### src/rtl/mdu_issue_ctrl.sv
`default_nettype none
// ============================================================================
//  Module      : mdu_issue_ctrl
//  Description : E-stage issue/sequencing control for the multi-cycle
//                mult/div unit. Issues start/write pulses, tracks a shadow
//                busy counter, stalls D-stage MDU ops, rolls back ops whose
//                instruction is flushed in M, and flags counter/busy skew.
//  Revision    : 1.0 - initial release
// ============================================================================
module mdu_issue_ctrl #(
    parameter int MULT_CYCLES = 5,
    parameter int DIV_CYCLES  = 10,
    parameter int CNT_W       = 16
) (
    input  logic             clk,
    input  logic             reset,
    input  logic             e_valid,
    input  logic [3:0]       e_op,
    input  logic [31:0]      e_rs,
    input  logic [31:0]      e_rt,
    input  logic             d_md_use,
    input  logic             m_exc,
    input  logic             mdu_busy,
    output logic             mdu_start,
    output logic             mdu_we,
    output logic             mdu_return,
    output logic [3:0]       mdu_op,
    output logic [31:0]      mdu_a,
    output logic [31:0]      mdu_b,
    output logic             stall,
    output logic [CNT_W-1:0] op_done_cnt,
    output logic             sync_err
);

    localparam int c_max_cycles = (MULT_CYCLES > DIV_CYCLES) ? MULT_CYCLES : DIV_CYCLES;
    localparam int c_cnt_w      = $clog2(c_max_cycles + 1);

    localparam logic [c_cnt_w-1:0] c_cnt_one  = {{(c_cnt_w-1){1'b0}}, 1'b1};
    localparam logic [c_cnt_w-1:0] c_cnt_zero = '0;
    localparam logic [c_cnt_w-1:0] c_mult_n   = c_cnt_w'(MULT_CYCLES);
    localparam logic [c_cnt_w-1:0] c_div_n    = c_cnt_w'(DIV_CYCLES);
    localparam logic [CNT_W-1:0]   c_done_one = {{(CNT_W-1){1'b0}}, 1'b1};

    // ISSUED: op sits in M and may still be cancelled; RUN: op retired past M.
    typedef enum logic [1:0] {
        c_st_idle   = 2'd0,
        c_st_issued = 2'd1,
        c_st_run    = 2'd2
    } state_t;

    state_t               r_state_q, w_state_d;
    logic [c_cnt_w-1:0]   r_cnt_q,   w_cnt_d;
    logic [CNT_W-1:0]     r_done_q,  w_done_d;
    logic                 r_err_q,   w_err_d;
    logic                 r_cancel_q;

    logic w_is_md, w_is_mt, w_is_mult;
    logic w_start, w_we, w_return, w_mismatch;

    assign w_is_md   = (e_op == 4'd1) || (e_op == 4'd2) || (e_op == 4'd5) || (e_op == 4'd6);
    assign w_is_mt   = (e_op == 4'd3) || (e_op == 4'd4);
    assign w_is_mult = (e_op == 4'd1) || (e_op == 4'd5);

    // Next-state, shadow counter and completion count; pulses only from IDLE/ISSUED
    always_comb begin
        w_state_d = r_state_q;
        w_cnt_d   = r_cnt_q;
        w_done_d  = r_done_q;
        w_start   = 1'b0;
        w_we      = 1'b0;
        w_return  = 1'b0;
        case (r_state_q)
            c_st_idle: begin
                // An exception in M flushes the E instruction: no MDU side effect.
                if (e_valid && !m_exc) begin
                    if (w_is_md) begin
                        w_start   = 1'b1;
                        w_cnt_d   = w_is_mult ? c_mult_n : c_div_n;
                        w_state_d = c_st_issued;
                    end else if (w_is_mt) begin
                        w_we = 1'b1;
                    end
                end
            end
            c_st_issued: begin
                if (m_exc) begin
                    w_return  = 1'b1;
                    w_cnt_d   = c_cnt_zero;
                    w_state_d = c_st_idle;
                end else begin
                    w_cnt_d = r_cnt_q - c_cnt_one;
                    if (r_cnt_q <= c_cnt_one) begin
                        w_state_d = c_st_idle;
                        w_done_d  = r_done_q + c_done_one;
                    end else begin
                        w_state_d = c_st_run;
                    end
                end
            end
            c_st_run: begin
                // Past M the op has retired, so m_exc no longer cancels it.
                w_cnt_d = r_cnt_q - c_cnt_one;
                if (r_cnt_q <= c_cnt_one) begin
                    w_state_d = c_st_idle;
                    w_done_d  = r_done_q + c_done_one;
                end
            end
            default: begin
                w_state_d = c_st_idle;
                w_cnt_d   = c_cnt_zero;
            end
        endcase
    end

    // Busy skew check; the MDU may drop busy one cycle after a roll-back
    always_comb begin
        w_mismatch = ((r_state_q == c_st_idle) && mdu_busy && !r_cancel_q) ||
                     ((r_state_q != c_st_idle) && !mdu_busy);
        w_err_d    = r_err_q || w_mismatch;
    end

    // State registers
    always_ff @(posedge clk) begin
        if (reset) begin
            r_state_q  <= c_st_idle;
            r_cnt_q    <= c_cnt_zero;
            r_done_q   <= '0;
            r_err_q    <= 1'b0;
            r_cancel_q <= 1'b0;
        end else begin
            r_state_q  <= w_state_d;
            r_cnt_q    <= w_cnt_d;
            r_done_q   <= w_done_d;
            r_err_q    <= w_err_d;
            r_cancel_q <= w_return;
        end
    end

    // Combinational outputs are forced low while reset is held
    always_comb begin
        mdu_start  = w_start  && !reset;
        mdu_we     = w_we     && !reset;
        mdu_return = w_return && !reset;
        stall      = d_md_use && (w_start || (r_state_q != c_st_idle)) && !reset;
        mdu_op     = reset ? 4'd0  : e_op;
        mdu_a      = reset ? 32'd0 : e_rs;
        mdu_b      = reset ? 32'd0 : e_rt;
    end

    assign op_done_cnt = r_done_q;
    assign sync_err    = r_err_q;

endmodule
`default_nettype wire
### config.mk
export PLATFORM = sky130hd
export DESIGN_NAME = mdu_issue_ctrl
export DESIGN_NICKNAME = d
export VERILOG_FILES = /design/src/rtl/mdu_issue_ctrl.sv
export SDC_FILE = /design/constraint.sdc
export NUM_CORES = 1
export LEC_CHECK = 0
export BUFFER_PORTS_ARGS = -buffer_cell sky130_fd_sc_hd__buf_2
export CAP_MARGIN = 30
export CORE_ASPECT_RATIO = 0.8
export CORE_UTILIZATION = 39
export DETAILED_ROUTE_END_ITERATION = 16
export PLACE_DENSITY_LB_ADDON = 0.08
export SLEW_MARGIN = 20
export SYNTH_ARGS = -nofsm -noshare
export SYNTH_HDL_FRONTEND = slang
export SYNTH_SLANG_ARGS = --single-unit
### constraint.sdc
create_clock -name clk -period 2.8 [get_ports clk]
set_input_delay 0.14 -clock clk [delete_from_list [all_inputs] [get_ports clk]]
set_output_delay 0.14 -clock clk [all_outputs]
set_load 0.01 [all_outputs]
Yosys cells after proc, flatten, opt, wreduce, memory -nomap -nowiden:

Index checks and enable logic that the tools add are counted.

* register bits: 24
* input bits: 74
* logic and storage cells: 73
* output and inout port bits: 89

* add/sub/neg operators: 2
* reduce and logical (&&, ||, !) cells: 27
* muxes and demuxes: 26
* eq/ne operators: 12
* $lt $le $gt $ge: 1

Operators with widths (count)
* $mux W32: 2
* $mux W16: 2
* $pmux W16 S2: 1
* $mux W4: 5
* $add A16 B1 Y16 const B: 1
* $eq A4 B3 Y1 const B: 3
* $pmux W4 S3: 1
* $mux W2: 5
* $logic_and A1 B1 Y1: 9
* $mux W1: 9
* $eq A4 B2 Y1 const B: 2
* $logic_or A1 B1 Y1: 8
* $ne A2 B2 Y1 const B: 4
* $pmux W2 S3: 1
* $eq A4 B1 Y1 const B: 1
* $le A4 B1 Y1 const B: 1
* $logic_not A1 Y1: 4
* $reduce_and A2 Y1: 2
* $reduce_bool A2 Y1: 2
* $sub A4 B1 Y4 const B: 1
* $reduce_and A3 Y1: 1
* $eq A2 B1 Y1 const B: 1
* $eq A2 B2 Y1 const B: 1
* $logic_not A2 Y1: 1

Longest topological paths before layout:

Gate-level depths: netlist of run 1.

* depth after elaboration: 10
* depth in mapped cells: 7
* depth with buffers taken out: 6

Worst setup path before layout of run 1:

Ideal clock, no wire load.

* kind: reg-to-reg
* start: register r_cnt_q[0]
* end: register r_done_q[1], in the netlist op_done_cnt[1]
* setup slack: 1.082 ns
* stages on the path, launching flop included: 8
* path buffers: 1
* data required time: 2.672 ns
* setup time: 0.128 ns
* arrival: 1.591 ns
* clock period less this slack: 1.718 ns
* cells stage by stage: dfxtp_1 > inv_1 > ha_1 > or2_2 > o211ai_1 > buf_2 > mux2i_1 > nor2_1

* longest elaborated chain between the ends: 4

RTL lines
* start: declaration: line 52 `logic [c_cnt_w-1:0] r_cnt_q, w_cnt_d;`
* start signal: assignment: line 126 `r_cnt_q <= c_cnt_zero;`
* start signal: assignment: line 132 `r_cnt_q <= w_cnt_d;`
* $le A4 B1 Y1 (*): line 92, 103
* $mux W16 (*)
* $mux W16
* $pmux W16 S2 (*)
* end signal: assignment: line 133 `r_done_q <= w_done_d;`
* end: declaration: line 53 `logic [CNT_W-1:0] r_done_q, w_done_d;`

Every way passes the cells marked *; elsewhere a longest branch is shown, timed or not. The select of a mux whose other input is x is not followed.
A chain may end at the register's enable or synchronous reset.

Worst setup path in the final report of run 1:

* start: register r_cnt_q[0]
* end: register r_done_q[12], in the netlist op_done_cnt[12]

Same word-level chain as after synthesis.

==> flow_metrics.env, run 1 <==
export IMPL_status="finished clean"
export IMPL_synth_area_leaders="dfxtp_1 29%, nor2b_1 26%, a21oi_1 3.6%, nor2_1 2.9%, o31ai_1 2.7%"
export IMPL_drive_gt1_share_pct=45.5
export IMPL_wl_um=5940
export IMPL_chipHeight_um=60.7
export IMPL_cp_max_fo=12
export IMPL_cp_end_kind="register"
export IMPL_worst_pin_slew_ns=0.877
export IMPL_post_dp_hpwl_um=4880
export IMPL_portBuffers=162
export IMPL_synth_warnings=0
export IMPL_powerDensity_nw_per_um2=311
export IMPL_grt_overflow_total=0
export IMPL_wire_per_inst_um=13.8
export IMPL_critical_path_required_ns=3.00
export IMPL_final_util_pct=65.4
export IMPL_ys_seq_area_share_pct=28.6
export IMPL_first_pass_iters=4
export IMPL_ant_nets=0
export IMPL_clock_fmax_ghz=0.500
export IMPL_gp_congestion=0.814
export IMPL_cap_violations=0
export IMPL_min_delay_start="m_exc"
export IMPL_netlist_area_sq_um=1680
export IMPL_final_max_slew_viol_count=0
export IMPL_antenna_found_initial=0
export IMPL_ys_types=40
export IMPL_die_area_sq_um=4580
export IMPL_grt_use_total_pct=23.0
export IMPL_hold_violations=0
export IMPL_leakage_nw=1.32
export IMPL_hp_class="primary input to register"
export IMPL_final_nets=454
export IMPL_worstReg2RegStart="r_cnt_q[0]"
export IMPL_yosys_register_bits=24
export IMPL_hold_buffers=0
export IMPL_die_w_um=75.4
export IMPL_post_cts_resized=0
export IMPL_ir_drop_uv=309
export IMPL_io_pins=163
export IMPL_cts_sinks=24
export IMPL_final_common_cell="buf_2"
export IMPL_core_sq_um=3950
export IMPL_setup_viol=0
export IMPL_cts_setup_buffers=0
export IMPL_grt_start_max_net_pins=39
export IMPL_path_cells="inv_1 > ha_1 > or2_2 > o2111ai_1 > or4_1 > a21oi_1"
export IMPL_fin_skew_ns=0.00214
export IMPL_initial_utilization_pct=42.5
export IMPL_drtIter0Drc=67
export IMPL_htree_levels=1
export IMPL_drc=0
export IMPL_cp_start_kind="register"
export IMPL_vias_per_cell=4.83
export IMPL_vias=2082
export IMPL_rsz0062_at_grt="false"
export IMPL_clockBufferDepth=2
export IMPL_grt_pass1_wl_um=7850
export IMPL_startpoint="r_cnt_q[0]"
export IMPL_mostFrequentLayoutCells="162 x buf_2, 71 x nor2b_1, 24 x dfxtp_1"
export IMPL_final_min_clock_period_ns=2.00
export IMPL_synth_top_cell_area_share_pct=28.6
export IMPL_relSlewSlack_pct=41.5
export IMPL_post_route_period_util_pct=71.4
export IMPL_cp_slowest_stage_delay_ns=0.65
export IMPL_crit_type="register to register"
export IMPL_critPathArrivalTime_ns=2.20
export IMPL_area_growth_pct=53.9
export IMPL_synth_cells=220
export IMPL_slowest_stage="or4_1"
export IMPL_first_global_vias=1643
export IMPL_cts_inserted_buffers=3
export IMPL_syn_avg_cell_area_sq_um=7.64
export IMPL_syn_num_nets=297
export IMPL_clkLatencyLatePin_ns=0.27
export IMPL_rows=20
export IMPL_setup_tns_ns=0
export IMPL_cts_tree="yes"
export IMPL_synth_top_cell_by_area="dfxtp_1"
export IMPL_clkTransAtPathRegs_ns=0.08
export IMPL_num_antenna_cells=0
export IMPL_clock_root_buffer="clkbuf_8"
## worst paths after layout
path / endpoint / slack [ns] / depth (start not counted)
worst max-delay path: op_done_cnt[12] / 0.80 / 6
worst min-delay path: r_cancel_q / 0.17 / 2
worst max register to register: op_done_cnt[12] / 0.80 / 6
worst min register to register: sync_err / 0.47 / 1
## metal layers
layer / vias up / global-route usage, % / share of wire [%]
li1: 1074 / - / -
met1: 921 / 29.5 / 42
met2: 77 / 38.1 / 46
met3: 10 / 5.98 / 9.8
met4: 0 / 7.14 / 1.9
met5: - / 0 / 0
## area by class of cell
cell class	instances	area, sq um
Clock buffer	4	55.1
Fill cell	394	1370
Inverter	5	18.8
Multi-Input combinational cell	178	1130
Sequential cell	24	480
Tap cell	55	68.8
Timing Repair Buffer	165	833
## logic make-up after synthesis
| group | after synthesis | synth area share (%) |
|---|---|---|
| AO/OA/AOI/OAI | 42 | 16.1 |
| XOR/XNOR | 2 | 1.04 |
| adder cells (fa/ha/maj) | 3 | 2.23 |
| buffers and inverters | 18 | 4.17 |
| flip-flops | 24 | 28.6 |
| multiplexers | 2 | 1.26 |
| AND/OR/NAND/NOR | 129 | 46.6 |
## critical path: cells and delay by family (launching register included)
kind	cells	cell delay (ns)
compound gates	2	0.56
fa+ha+maj	1	0.17
buf+inv	1	0.07
flops	1	0.35
simple gates	2	0.78
## synth_stat cells
master,count
nor4_1,4
nand3b_1,2
inv_1,5
a21oi_1,12
a32o_1,1
and2_1,2
o21bai_1,1
clkbuf_1,11
and3_1,2
or3b_1,1
nor3b_2,1
nand4_1,2
nor3_1,2
a211oi_1,1
or4_1,6
nand2_1,5
and4_1,2
o31ai_1,6
o21ai_1,7
mux2i_1,1
nor2b_1,71
or3_1,5
nand2b_1,2
nand3_1,6
o221a_1,1
xor2_1,1
o31a_1,3
o21a_1,3
buf_2,2
o211a_1,1
mux2_1,1
nor2_1,13
dfxtp_1,24
o211ai_1,1
o2111ai_1,1
o21ai_0,4
xnor2_1,1
ha_1,3
or2_2,1
nor4bb_1,2
## per-stage QoR
stage               setup slack, ns  instances  hold slack [ns]  power [W]  instance area (sq um)
detailed placement            0.862        427            0.451   0.000580                   2530
finish                        0.801        431            0.169   0.000805                   2590
floorplan                      1.08        220            0.311   0.000466                   1680
CTS                           0.834        431            0.163   0.000815                   2590
global placement              0.891        427            0.447   0.000579                   2530
global route                  0.664        431            0.171   0.000846                   2590
## flip-flops by register name (all words and copies together) (netlist names)
| name | cells |
|---|---|
| r_cancel_q | 1 |
| r_state_q | 2 |
| op_done_cnt | 16 |
| sync_err | 1 |
| r_cnt_q | 4 |
## power by group
| group | internal (W) | leakage (nW) | switching (W) |
|---|---|---|---|
| combinational | 0.000110 | 1.10 | 0.000113 |
| sequential | 0.000346 | 0.194 | 0.00000382 |
| clock | 0.000126 | 0.0288 | 0.000107 |
No activity file was read; power rests on OpenSTA's default activity.
==> run 2, diff against run 1 <==
Settings changed: CORE_UTILIZATION 39 to 37.
Clock period 2.8 ns to 1.9 ns, I/O delays scaled along.
==> run 2 against run 1 <==
Global-route usage up 0.82 points. Sequential share of layout area fell by 0.46 points. Critical endpoint is now op_done_cnt[15]. Die area increased by 5.3%.
==> flow_metrics.env, run 2 (synthesis gave the netlist of run 1 again) <==
export IMPL_clkTransAtPathRegs_ns=0.09
export IMPL_drtIter0Drc=113
export IMPL_post_dp_hpwl_um=4800
export IMPL_r2r_slack_ns=0.14
export IMPL_first_pass_iters=4
export IMPL_ir_drop_uv=393
export IMPL_drive_gt1_share_pct=46.6
export IMPL_final_cell_count_no_fill=438
export IMPL_grt_pass1_wl_um=9110
export IMPL_crit_type="register to register"
export IMPL_critical_path_required_ns=2.06
export IMPL_cp_max_fo=7
export IMPL_drc=0
export IMPL_status="finished clean"
export IMPL_hold_buffers=0
export IMPL_grt_overflow_total=0
export IMPL_fin_hold_ws_ns=0.151
export IMPL_dp_cells=433
export IMPL_portBuffers=162
export IMPL_final_util_pct=62.0
export IMPL_fin_skew_ns=0.00498
export IMPL_clock_root_buffer="clkbuf_8"
export IMPL_mostFrequentLayoutCells="162 x buf_2, 70 x nor2b_1, 24 x dfxtp_1"
export IMPL_core_sq_um=4280
export IMPL_htree_levels=1
export IMPL_cts_tree="yes"
export IMPL_hold_violations=0
export IMPL_setup_tns_ns=0
export IMPL_post_route_period_util_pct=92.5
export IMPL_clockBufferDepth=2
export IMPL_hp_class="primary input to register"
export IMPL_final_min_clock_period_ns=1.76
export IMPL_worst_pin_slew_ns=0.453
export IMPL_final_common_cell="buf_2"
export IMPL_die_w_um=77.4
export IMPL_die_area_sq_um=4820
export IMPL_rsz0062_at_grt="false"
export IMPL_critPathArrivalTime_ns=1.92
export IMPL_first_global_vias=1809
export IMPL_initial_utilization_pct=39.3
export IMPL_chipHeight_um=62.3
export IMPL_io_pins=163
export IMPL_gp_congestion=0.804
export IMPL_leakage_nw=1.34
export IMPL_relSlewSlack_pct=69.7
export IMPL_cts_sinks=24
export IMPL_ant_nets=0
export IMPL_rows=21
export IMPL_wl_um=5940
export IMPL_vias=2122
export IMPL_final_nets=458
export IMPL_setup_viol=0
export IMPL_cap_violations=0
export IMPL_clkLatencyLatePin_ns=0.27
export IMPL_grt_use_total_pct=23.8
export IMPL_cts_inserted_buffers=3
export IMPL_largest_register_ffs=16
export IMPL_clock_fmax_ghz=0.569
export IMPL_powerDensity_nw_per_um2=488
export IMPL_cp_start_kind="register"
export IMPL_antenna_found_initial=1
export IMPL_final_max_slew_viol_count=0
export IMPL_grt_start_max_net_pins=34
export IMPL_vias_per_cell=4.84
export IMPL_wire_per_inst_um=13.6
export IMPL_cp_end_kind="register"
export IMPL_area_growth_pct=57.8
-- run 2: power breakdown --
group	switching, W	leakage [nW]	total, W	internal (W)
Combinational	0.000168	1.11	0.000333	0.000165
Sequential	0.00000561	0.194	0.000515	0.000509
Clock	0.000165	0.0357	0.000446	0.000282
-- run 2: area by class of cell --
cell class,count,area (sq um)
multi-input cells,178,1150
clock buffers,3,41.3
flip-flops and latches,24,480
well taps,57,71.3
clock inverters,1,30.0
inverters,5,18.8
fillers,409,1630
repair buffers,169,863
diodes,1,2.50
-- run 2: repair_timing --
action | 4_1_cts | 5_1_grt
resized for setup | 0 | 3
setup buffers | 0 | 0
setup endpoints to repair | 0 | 2
-- run 2: worst paths after layout --
check,endpoint,depth (start not counted),start
setup reg to reg,op_done_cnt[15],7,r_cnt_q[0]
setup / recovery,op_done_cnt[15],7,r_cnt_q[0]
hold / removal,r_cancel_q,2,m_exc
hold reg to reg,sync_err,1,sync_err
-- run 2: critical path, cell delays in order, from the launching register on --
cell	delay, ns
dfxtp_1	0.40
inv_1	0.06
ha_1	0.21
or2_2	0.30
o211ai_1	0.11
buf_4	0.19
nor4_2	0.05
mux2_1	0.31
-- run 2: stage by stage --
step / instance area (sq um) / total power (W) / worst slack [ns]
detailed placement: 2560 / 0.000858 / 0.139
finish: 2650 / 0.00129 / 0.143
global route: 2650 / 0.00135 / 0.00365
global placement: 2560 / 0.000857 / 0.173
CTS: 2640 / 0.00130 / 0.117
floorplan: 1680 / 0.000686 / 0.182
-- run 2: layer usage --
layer	vias to the layer above	global-route usage [%]	routed length, um
met1	953	31.8	2710
li1	1087	-	-
met3	6	5.74	395
met4	0	7.08	74
met2	76	37.6	2760
met5	-	0	0
